$ cat config.mk
export PLATFORM = sky130hd
export DESIGN_NAME = reset_request_ctrl
export DESIGN_NICKNAME = d
export VERILOG_FILES = /design/src/rtl/reset_request_ctrl.sv
export SDC_FILE = /design/constraint.sdc
export NUM_CORES = 1
export LEC_CHECK = 0
export CORE_ASPECT_RATIO = 1.25
export CORE_UTILIZATION = 60
export DETAILED_ROUTE_END_ITERATION = 7
export DONT_BUFFER_PORTS = 1
export PLACE_DENSITY = 0.88
export RECOVER_POWER = 100
export SETUP_SLACK_MARGIN = 0.4
export SYNTH_ARGS = -nofsm -noshare
export SYNTH_HDL_FRONTEND = slang
export SYNTH_SLANG_ARGS = --single-unit
$ cat constraint.sdc
create_clock -name clk -period 1.8 [get_ports clk]
set_input_delay 0.36 -clock clk [delete_from_list [all_inputs] [get_ports clk]]
set_output_delay 0.36 -clock clk [all_outputs]
set_load 0.02 [all_outputs]
$ cat src/rtl/reset_request_ctrl.sv
// Reset request initiator: turns software and fault requests into a fixed-width
// active-low reset pulse, waits for the synchronizer's acknowledge, then holds off.
module reset_request_ctrl #(
    parameter int unsigned PULSE_CYCLES   = 16,
    parameter int unsigned ACK_TIMEOUT    = 1024,
    parameter int unsigned HOLDOFF_CYCLES = 256,
    parameter int unsigned CNT_W          = 8
) (
    input  logic             clk,
    input  logic             rst,
    input  logic             sw_req,
    input  logic             fault_in,
    input  logic             reset_ack,
    input  logic             enable,
    output logic             rst_req_n,
    output logic             busy,
    output logic [1:0]       cause,
    output logic             timeout,
    output logic [CNT_W-1:0] event_cnt
);

    localparam int unsigned MAX_A = (PULSE_CYCLES > ACK_TIMEOUT) ? PULSE_CYCLES : ACK_TIMEOUT;
    localparam int unsigned MAX_N = (MAX_A > HOLDOFF_CYCLES) ? MAX_A : HOLDOFF_CYCLES;
    localparam int unsigned TMR_W = (MAX_N > 2) ? $clog2(MAX_N) : 1;

    typedef enum logic [1:0] {
        IDLE     = 2'd0,
        ASSERT   = 2'd1,
        WAIT_ACK = 2'd2,
        HOLDOFF  = 2'd3
    } state_t;

    state_t           state;
    state_t           state_nx;
    logic [TMR_W-1:0] tmr;
    logic [TMR_W-1:0] tmr_nx;
    logic             accept;
    logic             expire;

    logic fault_s1;
    logic fault_s2;
    logic fault_s3;
    logic fault_qual;
    logic fault_qual_d;
    logic fault_edge;
    logic ack_s1;
    logic ack_s2;
    logic ack_low_seen;
    logic ack_seen;

    logic             rst_req_n_nx;
    logic             busy_nx;
    logic [1:0]       cause_nx;
    logic             timeout_nx;
    logic [CNT_W-1:0] event_cnt_nx;

    // Fault must be high on two consecutive synchronized samples; only its rising edge requests.
    assign fault_qual = fault_s2 & fault_s3;
    assign fault_edge = fault_qual & ~fault_qual_d;
    // Ack needs a low sighting inside WAIT_ACK first, so a stale high level never completes.
    assign ack_seen   = ack_low_seen & ack_s2;

    always_ff @(posedge clk or posedge rst) begin
        if (rst) begin
            fault_s1     <= 1'b0;
            fault_s2     <= 1'b0;
            fault_s3     <= 1'b0;
            fault_qual_d <= 1'b0;
            ack_s1       <= 1'b0;
            ack_s2       <= 1'b0;
            ack_low_seen <= 1'b0;
        end else begin
            fault_s1     <= fault_in;
            fault_s2     <= fault_s1;
            fault_s3     <= fault_s2;
            fault_qual_d <= fault_qual;
            ack_s1       <= reset_ack;
            ack_s2       <= ack_s1;
            ack_low_seen <= (state == WAIT_ACK) & (ack_low_seen | ~ack_s2);
        end
    end

    // State register together with the registered outputs.
    always_ff @(posedge clk or posedge rst) begin
        if (rst) begin
            state     <= IDLE;
            tmr       <= '0;
            rst_req_n <= 1'b1;
            busy      <= 1'b0;
            cause     <= 2'b00;
            timeout   <= 1'b0;
            event_cnt <= '0;
        end else begin
            state     <= state_nx;
            tmr       <= tmr_nx;
            rst_req_n <= rst_req_n_nx;
            busy      <= busy_nx;
            cause     <= cause_nx;
            timeout   <= timeout_nx;
            event_cnt <= event_cnt_nx;
        end
    end

    // Next-state logic; the shared timer restarts from zero on every transition.
    always_comb begin
        state_nx = state;
        tmr_nx   = tmr + TMR_W'(1);
        accept   = 1'b0;
        expire   = 1'b0;
        case (state)
            IDLE: begin
                tmr_nx = '0;
                if (enable && (sw_req || fault_edge)) begin
                    accept   = 1'b1;
                    state_nx = ASSERT;
                end
            end
            ASSERT: begin
                if (tmr == TMR_W'(PULSE_CYCLES - 1)) begin
                    state_nx = WAIT_ACK;
                    tmr_nx   = '0;
                end
            end
            WAIT_ACK: begin
                if (ack_seen) begin
                    state_nx = HOLDOFF;
                    tmr_nx   = '0;
                end else if (tmr == TMR_W'(ACK_TIMEOUT - 1)) begin
                    expire   = 1'b1;
                    state_nx = HOLDOFF;
                    tmr_nx   = '0;
                end
            end
            HOLDOFF: begin
                if (tmr == TMR_W'(HOLDOFF_CYCLES - 1)) begin
                    state_nx = IDLE;
                    tmr_nx   = '0;
                end
            end
            default: begin
                state_nx = IDLE;
                tmr_nx   = '0;
            end
        endcase
    end

    // Output values for the next cycle, decoded from the next state.
    always_comb begin
        rst_req_n_nx = (state_nx != ASSERT);
        busy_nx      = (state_nx != IDLE);
        cause_nx     = cause;
        timeout_nx   = timeout | expire;
        event_cnt_nx = event_cnt;
        if (accept) begin
            cause_nx = {fault_edge, sw_req};
            if (event_cnt != {CNT_W{1'b1}}) begin
                event_cnt_nx = event_cnt + CNT_W'(1);
            end
        end
    end

endmodule

==> results of run 1 <==
==> cell usage after synthesis, drive strengths merged (2+ instances only) <==
cell / number
dfrtp: 31
nor2: 15
nand2: 10
nor3: 7
xor2: 7
nand3: 6
xnor2: 6
and3: 4
mux2: 4
inv: 3
a21oi: 2
and2: 2
ha: 2
nor4: 2
o21ai: 2
or2: 2
==> critical path, cell delays in order, from the launching register on <==
cell     delay, ps
dfrtp_1        590
ha_4           210
nand3_4        100
nor3_4         250
buf_6          170
nor3b_2         60
xor2_2         180
==> worst max path at each step <==
stage,start,to,depth (start not counted)
floorplan,tmr[0]$_DFF_PP0_,tmr[0]$_DFF_PP0_,5
CTS,tmr[0]$_DFF_PP0_,tmr[0]$_DFF_PP0_,6
detailed placement,tmr[7]$_DFF_PP0_,tmr[4]$_DFF_PP0_,4
finish,event_cnt[1]$_DFFE_PP0P_,event_cnt[2]$_DFFE_PP0P_,6
global placement,tmr[0]$_DFF_PP0_,tmr[0]$_DFF_PP0_,5
global route,event_cnt[1]$_DFFE_PP0P_,event_cnt[2]$_DFFE_PP0P_,6
==> stage by stage <==
stage	utilization, %	cell area, sq um	hold slack [ps]	power, W
after floorplan	-	1480	331	0.00102
after global placement	68.3	1510	336	0.00106
after detailed placement	68.3	1510	337	0.00107
after CTS	81.3	1800	20.6	0.00164
after global routing	84.7	1870	16.2	0.00178
final	84.7	1870	34.5	0.00171
==> power breakdown <==
group | internal (W) | leakage, nW | total [W] | switching (W)
Sequential | 0.000787 | 0.405 | 0.000860 | 0.0000728
Clock | 0.000230 | 0.0386 | 0.000469 | 0.000239
Combinational | 0.000211 | 0.410 | 0.000380 | 0.000169
Total | 0.00123 | 0.854 | 0.00171 | 0.000481
==> cells by family (layout without fill, tap and decap cells) <==
logic type | count (synthesis) | in the layout | synth area share, %
and+or+nand+nor | 54 | 54 | 21.0
DFF | 32 | 32 | 56.4
AOI/OAI and AO/OA | 13 | 14 | 7.84
xor gates and xnor gates | 13 | 13 | 8.01
muxes | 5 | 5 | 3.87
buffers and inverters | 4 | 32 | 1.14
adders and majority gates | 2 | 2 | 1.76
==> layer usage <==
metal | global-route usage (%) | wire, um
met5 | 0 | 0
met4 | 13.4 | 157
met3 | 12.9 | 181
met2 | 48.6 | 2080
met1 | 33.0 | 1450
==> final cells by class <==
cell class                 count  area (sq um)  share of cell area [%]
sequential                    32           803                    42.9
inverter                       3          11.3                   0.602
timing repair buffer          21           169                    9.02
tap                           31          38.8                    2.07
clock buffer                   8          68.8                    3.68
multi-input combinational     88           781                    41.7
==> flip-flops by register name (all words and copies together), names as in the netlist, 2 cells and up <==
register / flops
event_cnt: 8
state: 2
cause: 2
tmr: 10
==> what timing repair did <==
action | in CTS | in global routing
setup endpoints to repair | 24 | 24
endpoints found under the hold margin | 31 | 0
setup buffers | 15 | 4
hold buffers | 1 | 0
gates cloned | 1 | 0
pin swaps | 10 | 12
resized for setup | 21 | 21
==> metrics, run 1 <==
Max clock buf depth=2; placer congestion estimate=0.825; final worst slack=113 ps; Tmin final=1690 ps; commonest cells after routing, fill and taps aside=30 x dfrtp_1, 14 x buf_4, 11 x nor2_1; nets@finish=159; Clock Latency Late Sink=340 ps; final slew viol count=0; Final TNS setup=0 ps; number of vias per cell=6.19; die area=2570 sq um; layout cells sized above 1=42.1%; Synth area leader=dfrtp_1; post-synth cell types=37; WL final=3.86 mm; ys async rst share=100%; htree depth=2; drt first pass iters=4; top cell type's share of synthesized area=54.6%; pwr dens=913 nW/um^2; core area=2210 sq um; maximum vdd drop=0.000784 V; Worst Path Required=2010 ps; initial antenna violation count=0; dpl cells=154; total congestion overflow=0; CTS tree=yes; PortBufs=0; Slew headroom=47.7%; I/O pin count=19; via count=1133; diode count=0; top post-synthesis cells by area=dfrtp_1 55%, xor2_1 4.3%, nor2_1 4.0%; hold path start=fault_in; final hold vios=0; worst slew pin tran=785 ps; Starting DRT DRC Count=53; RSZ-0062 raised after global routing=true; dominant synthesized flop cell=dfrtp_1; Register-to-Register Path Depth=6; Die X=45.5 um; crit start category=flop; Worst R2R Start=event_cnt[1]$_DFFE_PP0P_; Reg clk slew, reported paths=100 ps; final setup fails=0; maxcap violations=0; status=finished clean; Worst R2R Setup Slack=110 ps; CP Capture Type=flop; syn_area_per_cell=11.6 sq um; Leak=0.854 nW; largest net degree at the start of global routing=33; total track usage=30.1%; Site Rows=19; Routed Antenna Nets=0; Mapped Nets=131; Remaining DRCs=0; area delta synth->final=31.7%; Hold Path Sink=fault_s1$_DFF_PP0_; DPL Wire Length=1.61 mm; Die Y=56.4 um; Hold Path Class=in2reg; drt wl/cell=21.1 um; commonest non-fill, non-tap cell in the layout=dfrtp_1; CTS Root Cell=clkbuf_4; non-filler cells, final=183; number of fillers in the final layout=103; pre-CTS setup slack=126 ps; number of synthesized flops with an enable pin=0; first-pass GRT wire length=5.31 mm; Hold Path Depth=0; Peak Freq=593 MHz; Synth Instances=123; critical path peak fanout=5; sequential share of the synthesized area=56.4%; Inserted Clock Buffers=5; Post-Route Skew=15.1 ps; total clock sinks=32; final period utilization=93.7%; Setup CP Type=reg2reg; YS warnings=0; CP Data Arrival Time=1900 ps; Starting Density=64.3%; Mapped Area=1420 sq um; Worst R2R End=event_cnt[2]$_DFFE_PP0P_; Yosys reg bits=32; vias in the first global route=1147
Power figures use the tool's default switching activity.
==> inputs of run 2 (changes only) <==
--- a/config.mk
+++ b/config.mk
@@ -9,6 +9,7 @@
 export CORE_UTILIZATION = 60
 export DETAILED_ROUTE_END_ITERATION = 7
 export DONT_BUFFER_PORTS = 1
+export GPL_TIMING_DRIVEN = 0
 export PLACE_DENSITY = 0.88
 export RECOVER_POWER = 100
 export SETUP_SLACK_MARGIN = 0.4
==> metrics, run 2 (synthesis results as in run 1) <==
Clock Latency Late Sink=350 ps; first-pass GRT wire length=5.46 mm; placer congestion estimate=0.836; Register-to-Register Path Depth=4; Hold Path Class=in2reg; maximum vdd drop=0.000778 V; routed wl met3=444 um; vias in the first global route=1156; CTS Hold Buffers Added=0; maxcap violations=0; largest net degree at the start of global routing=33; Tmin final=1640 ps; final setup fails=0; Site Rows=19; Reg clk slew, reported paths=90 ps; crit start category=flop; total track usage=31.2%; nets@finish=152; register area=807 sq um; Starting Density=64.3%; commonest cells after routing, fill and taps aside=27 x dfrtp_1, 13 x nor2_1, 10 x nand2_1; Leak=0.825 nW; Starting DRT DRC Count=78; top layer in use=met4; number of vias per cell=6.64; final slew viol count=0; pwr dens=922 nW/um^2; met1 WL=1.36 mm; Max clock buf depth=2; htree depth=2; Hold Path Depth=0; Logic pwr share=19.5%; commonest non-fill, non-tap cell in the layout=dfrtp_1; Inserted Clock Buffers=5; number of fillers in the final layout=106; drt wl/cell=23.1 um; power share of the clock group=27.9%; Biggest register=tmr; initial antenna violation count=0; final hold vios=0; core area=2210 sq um; CTS tree=yes; Reg power frac=52.6%; Die X=45.5 um; PortBufs=0; Die Y=56.4 um; total clock sinks=32; Final TNS setup=0 ps; drt first pass iters=4; P_int=0.00118 W; WL final=4.07 mm; diode count=0; Setup CP Type=reg2reg; final design utilization=82.7%; sw frac=30.0%; multi-input logic area=767 sq um; status=finished clean; Peak Freq=609 MHz; final period utilization=91.2%; met2 wire len=2.02 mm; Slew headroom=22.1%; layout cells sized above 1=37.9%; Remaining DRCs=0; DPL Wire Length=1.70 mm; I/O pin count=19; CTS Root Cell=clkbuf_4; Worst Path Required=2070 ps; Routed Antenna Nets=0; total power=0.00169 W; CP Capture Type=flop; Sw Pwr=0.000506 W; max reg flops=10; critical path peak fanout=4; via count=1168; CP Data Arrival Time=1910 ps; RSZ-0062 raised after global routing=true; Post-Route Skew=20.0 ps; total congestion overflow=0; worst slew pin tran=1170 ps; area delta synth->final=28.6%; Top Registers=tmr: 10 flops, event_cnt: 8 flops; die area=2570 sq um
[run 2: cell count changes in the layout (fill, tap and decap cells not counted), sizes merged]
cell	change
buf	-6
dlygate4sd3	-1
[run 2: cell type report]
cell class,instances,area share (%)
Inverter,3,0.616
Buffer,1,0.753
Tap cell,31,2.12
Timing Repair Buffer,13,6.64
Clock buffer,8,3.76
Sequential cell,32,44.1
Multi-Input combinational cell,88,42.0
[run 2: power by group through the flow]
stage | sequential (W) | combinational [W] | clock, W
after floorplan | 0.000851 | 0.000171 | 0
after global placement | 0.000861 | 0.000190 | 0
after detailed placement | 0.000868 | 0.000211 | 0
after CTS | 0.000854 | 0.000260 | 0.000465
after global routing | 0.000894 | 0.000350 | 0.000513
final | 0.000887 | 0.000328 | 0.000471
[run 2: worst max-delay path, cell delays in order (launching register included)]
cell and delay [ps]:
dfrtp_1 370, and3b_1 360, o211ai_1 270, nor3_1 360, xor2_1 200
[run 2: what timing repair did]
item	4_1_cts	5_1_grt
pin swaps	6	11
endpoints found under the hold margin	0	0
setup buffers	7	6
gates cloned	1	0
setup endpoints to repair	24	25
resized for setup	17	17
[run 2: stage by stage]
stage | hold slack (ps) | setup slack, ps | cells | cell area (sq um)
after detailed placement | 337 | 105 | 154 | 1520
final | 33.7 | 159 | 176 | 1830
after global routing | 19.7 | -6.28 | 176 | 1830
after global placement | 333 | 140 | 154 | 1520
after floorplan | 331 | 280 | 123 | 1480
after CTS | 33.0 | 205 | 170 | 1740
[run 2: per-layer routing]
| layer | vias up | track usage, % |
|---|---|---|
| li1 | 473 | - |
| met5 | - | 0 |
| met3 | 39 | 15.4 |
| met4 | 0 | 17.7 |
| met2 | 100 | 48.0 |
| met1 | 556 | 33.5 |
[run 2: path summary, 6_finish.rpt]
check                                       start  slack, ps                  endpoint
hold / removal                           fault_in         30        fault_s1$_DFF_PP0_
hold reg to reg                  ack_s1$_DFF_PP0_        340          ack_s2$_DFF_PP0_
setup / recovery           fault_qual_d$_DFF_PP0_        160  event_cnt[4]$_DFFE_PP0P_
max in group asynchronous                     rst        800          tmr[6]$_DFF_PP0_
setup reg to reg           fault_qual_d$_DFF_PP0_        160  event_cnt[4]$_DFFE_PP0P_
min in group asynchronous                     rst        200          tmr[4]$_DFF_PP0_
==> inputs of run 3 (changes only) <==
--- a/config.mk
+++ b/config.mk
@@ -7,10 +7,11 @@
 export LEC_CHECK = 0
 export CORE_ASPECT_RATIO = 1.25
 export CORE_UTILIZATION = 60
+export CTS_BUF_LIST = sky130_fd_sc_hd__clkbuf_4 sky130_fd_sc_hd__clkbuf_8 sky130_fd_sc_hd__clkbuf_16
 export DETAILED_ROUTE_END_ITERATION = 7
 export DONT_BUFFER_PORTS = 1
 export GPL_TIMING_DRIVEN = 0
-export PLACE_DENSITY = 0.88
+export PLACE_DENSITY = 0.84
 export RECOVER_POWER = 100
 export SETUP_SLACK_MARGIN = 0.4
 export SYNTH_ARGS = -nofsm -noshare
==> metrics, run 3 (synthesis results as in run 1) <==
first-pass GRT wire length=4.66 mm; Setup CP Type=reg2reg; Max clock buf depth=2; Inserted Clock Buffers=5; initial antenna violation count=0; via count=1076; final hold vios=0; final worst slack=89.8 ps; crit start category=flop; CTS tree=yes; Top Registers=tmr: 10 flops, event_cnt: 8 flops; Site Rows=19; maxcap violations=0; max reg flops=10; register area=803 sq um; final slew viol count=0; Hold Path Class=in2reg; non-filler cells, final=175; hold slack=40.0 ps; worst slew pin tran=1180 ps; I/O pin count=19; area delta synth->final=29.8%; maximum vdd drop=0.00101 V; Post-Route Skew=18.1 ps; drt wl/cell=21.2 um; Peak Freq=585 MHz; critical path peak fanout=5; pre-CTS setup slack=93.2 ps; Slew headroom=21.2%; Routed Antenna Nets=0; Worst R2R Setup Slack=90 ps; number of fillers in the final layout=115; Starting Density=64.3%; Clock Latency Late Sink=350 ps; number of vias per cell=6.15; Remaining DRCs=0; Starting DRT DRC Count=29; PortBufs=0; DPL Wire Length=1.63 mm; CP Capture Type=flop; core area=2210 sq um; CP Data Arrival Time=1940 ps; diode count=0; Die Y=56.4 um; htree depth=2; Leak=0.840 nW; Tmin final=1710 ps; final period utilization=95.0%; Die X=45.5 um; largest net degree at the start of global routing=33; total track usage=26.6%; drt first pass iters=4; die area=2570 sq um; Biggest register=tmr; total power=0.00183 W; Worst Path Required=2030 ps; total clock sinks=32; commonest cells after routing, fill and taps aside=30 x dfrtp_1, 10 x nor2_1, 10 x nand2_1; CTS Root Cell=clkbuf_4; Reg clk slew, reported paths=100 ps; commonest non-fill, non-tap cell in the layout=dfrtp_1; RSZ-0062 raised after global routing=true; vias in the first global route=1011; nets@finish=151; WL final=3.71 mm; status=finished clean; total congestion overflow=0; dpl cells=154; pwr dens=993 nW/um^2; Final TNS setup=0 ps; multi-input logic area=777 sq um; placer congestion estimate=0.767; layout cells sized above 1=39.6%; final setup fails=0
-- run 3: power breakdown --
part	switching, W	total (W)	internal (W)	leakage (nW)
combinational	0.000149	0.000332	0.000183	0.383
clock	0.000249	0.000618	0.000369	0.0515
sequential	0.0000906	0.000880	0.000790	0.406
total	0.000489	0.00183	0.00134	0.840
-- run 3: final cells by class --
| type | instances | share of cell area, % |
|---|---|---|
| Buffer | 1 | 0.746 |
| Sequential cell | 32 | 43.6 |
| Tap cell | 31 | 2.10 |
| Inverter | 3 | 0.611 |
| Multi-Input combinational cell | 88 | 42.1 |
| Clock inverter | 1 | 1.63 |
| Timing Repair Buffer | 12 | 5.70 |
| Clock buffer | 7 | 3.53 |
-- run 3: what timing repair did --
action                                  4_1_cts  5_1_grt
hold buffers                                  0        0
pin swaps                                     6       11
setup buffers                                 7        5
endpoints found under the setup margin       23       25
resized for setup                            14       24
cloned                                        1        0
-- run 3: metrics by stage --
step	area (sq um)	util (%)
floorplan	1480	-
detailed placement	1520	68.6
CTS	1730	78.1
global placement	1520	68.6
finish	1840	83.4
global route	1840	83.4
-- run 3: routing by layer --
metal	global-route usage [%]	share of wire, %	vias up
met2	40.8	56	48
met3	9.97	5.5	13
met4	16.0	4.0	0
met5	0	0	-
met1	30.3	34	540
li1	-	-	475
-- run 3: critical path, stage by stage, from the launching register on --
cell and delay, ps:
dfrtp_1 620, ha_4 220, nand3_4 100, nor3_4 270, nor2_2 100, mux2_2 290
-- run 3: path summary, 6_finish.rpt --
kind	startpoint	end	depth (start not counted)
min	fault_in	fault_s1$_DFF_PP0_	0
min in group asynchronous	rst	cause[1]$_DFFE_PP0P_	1
max in group asynchronous	rst	tmr[4]$_DFF_PP0_	1
max reg2reg	event_cnt[0]$_DFFE_PP0P_	event_cnt[1]$_DFFE_PP0P_	5
min reg2reg	ack_s1$_DFF_PP0_	ack_s2$_DFF_PP0_	0
max	event_cnt[0]$_DFFE_PP0P_	event_cnt[1]$_DFFE_PP0P_	5
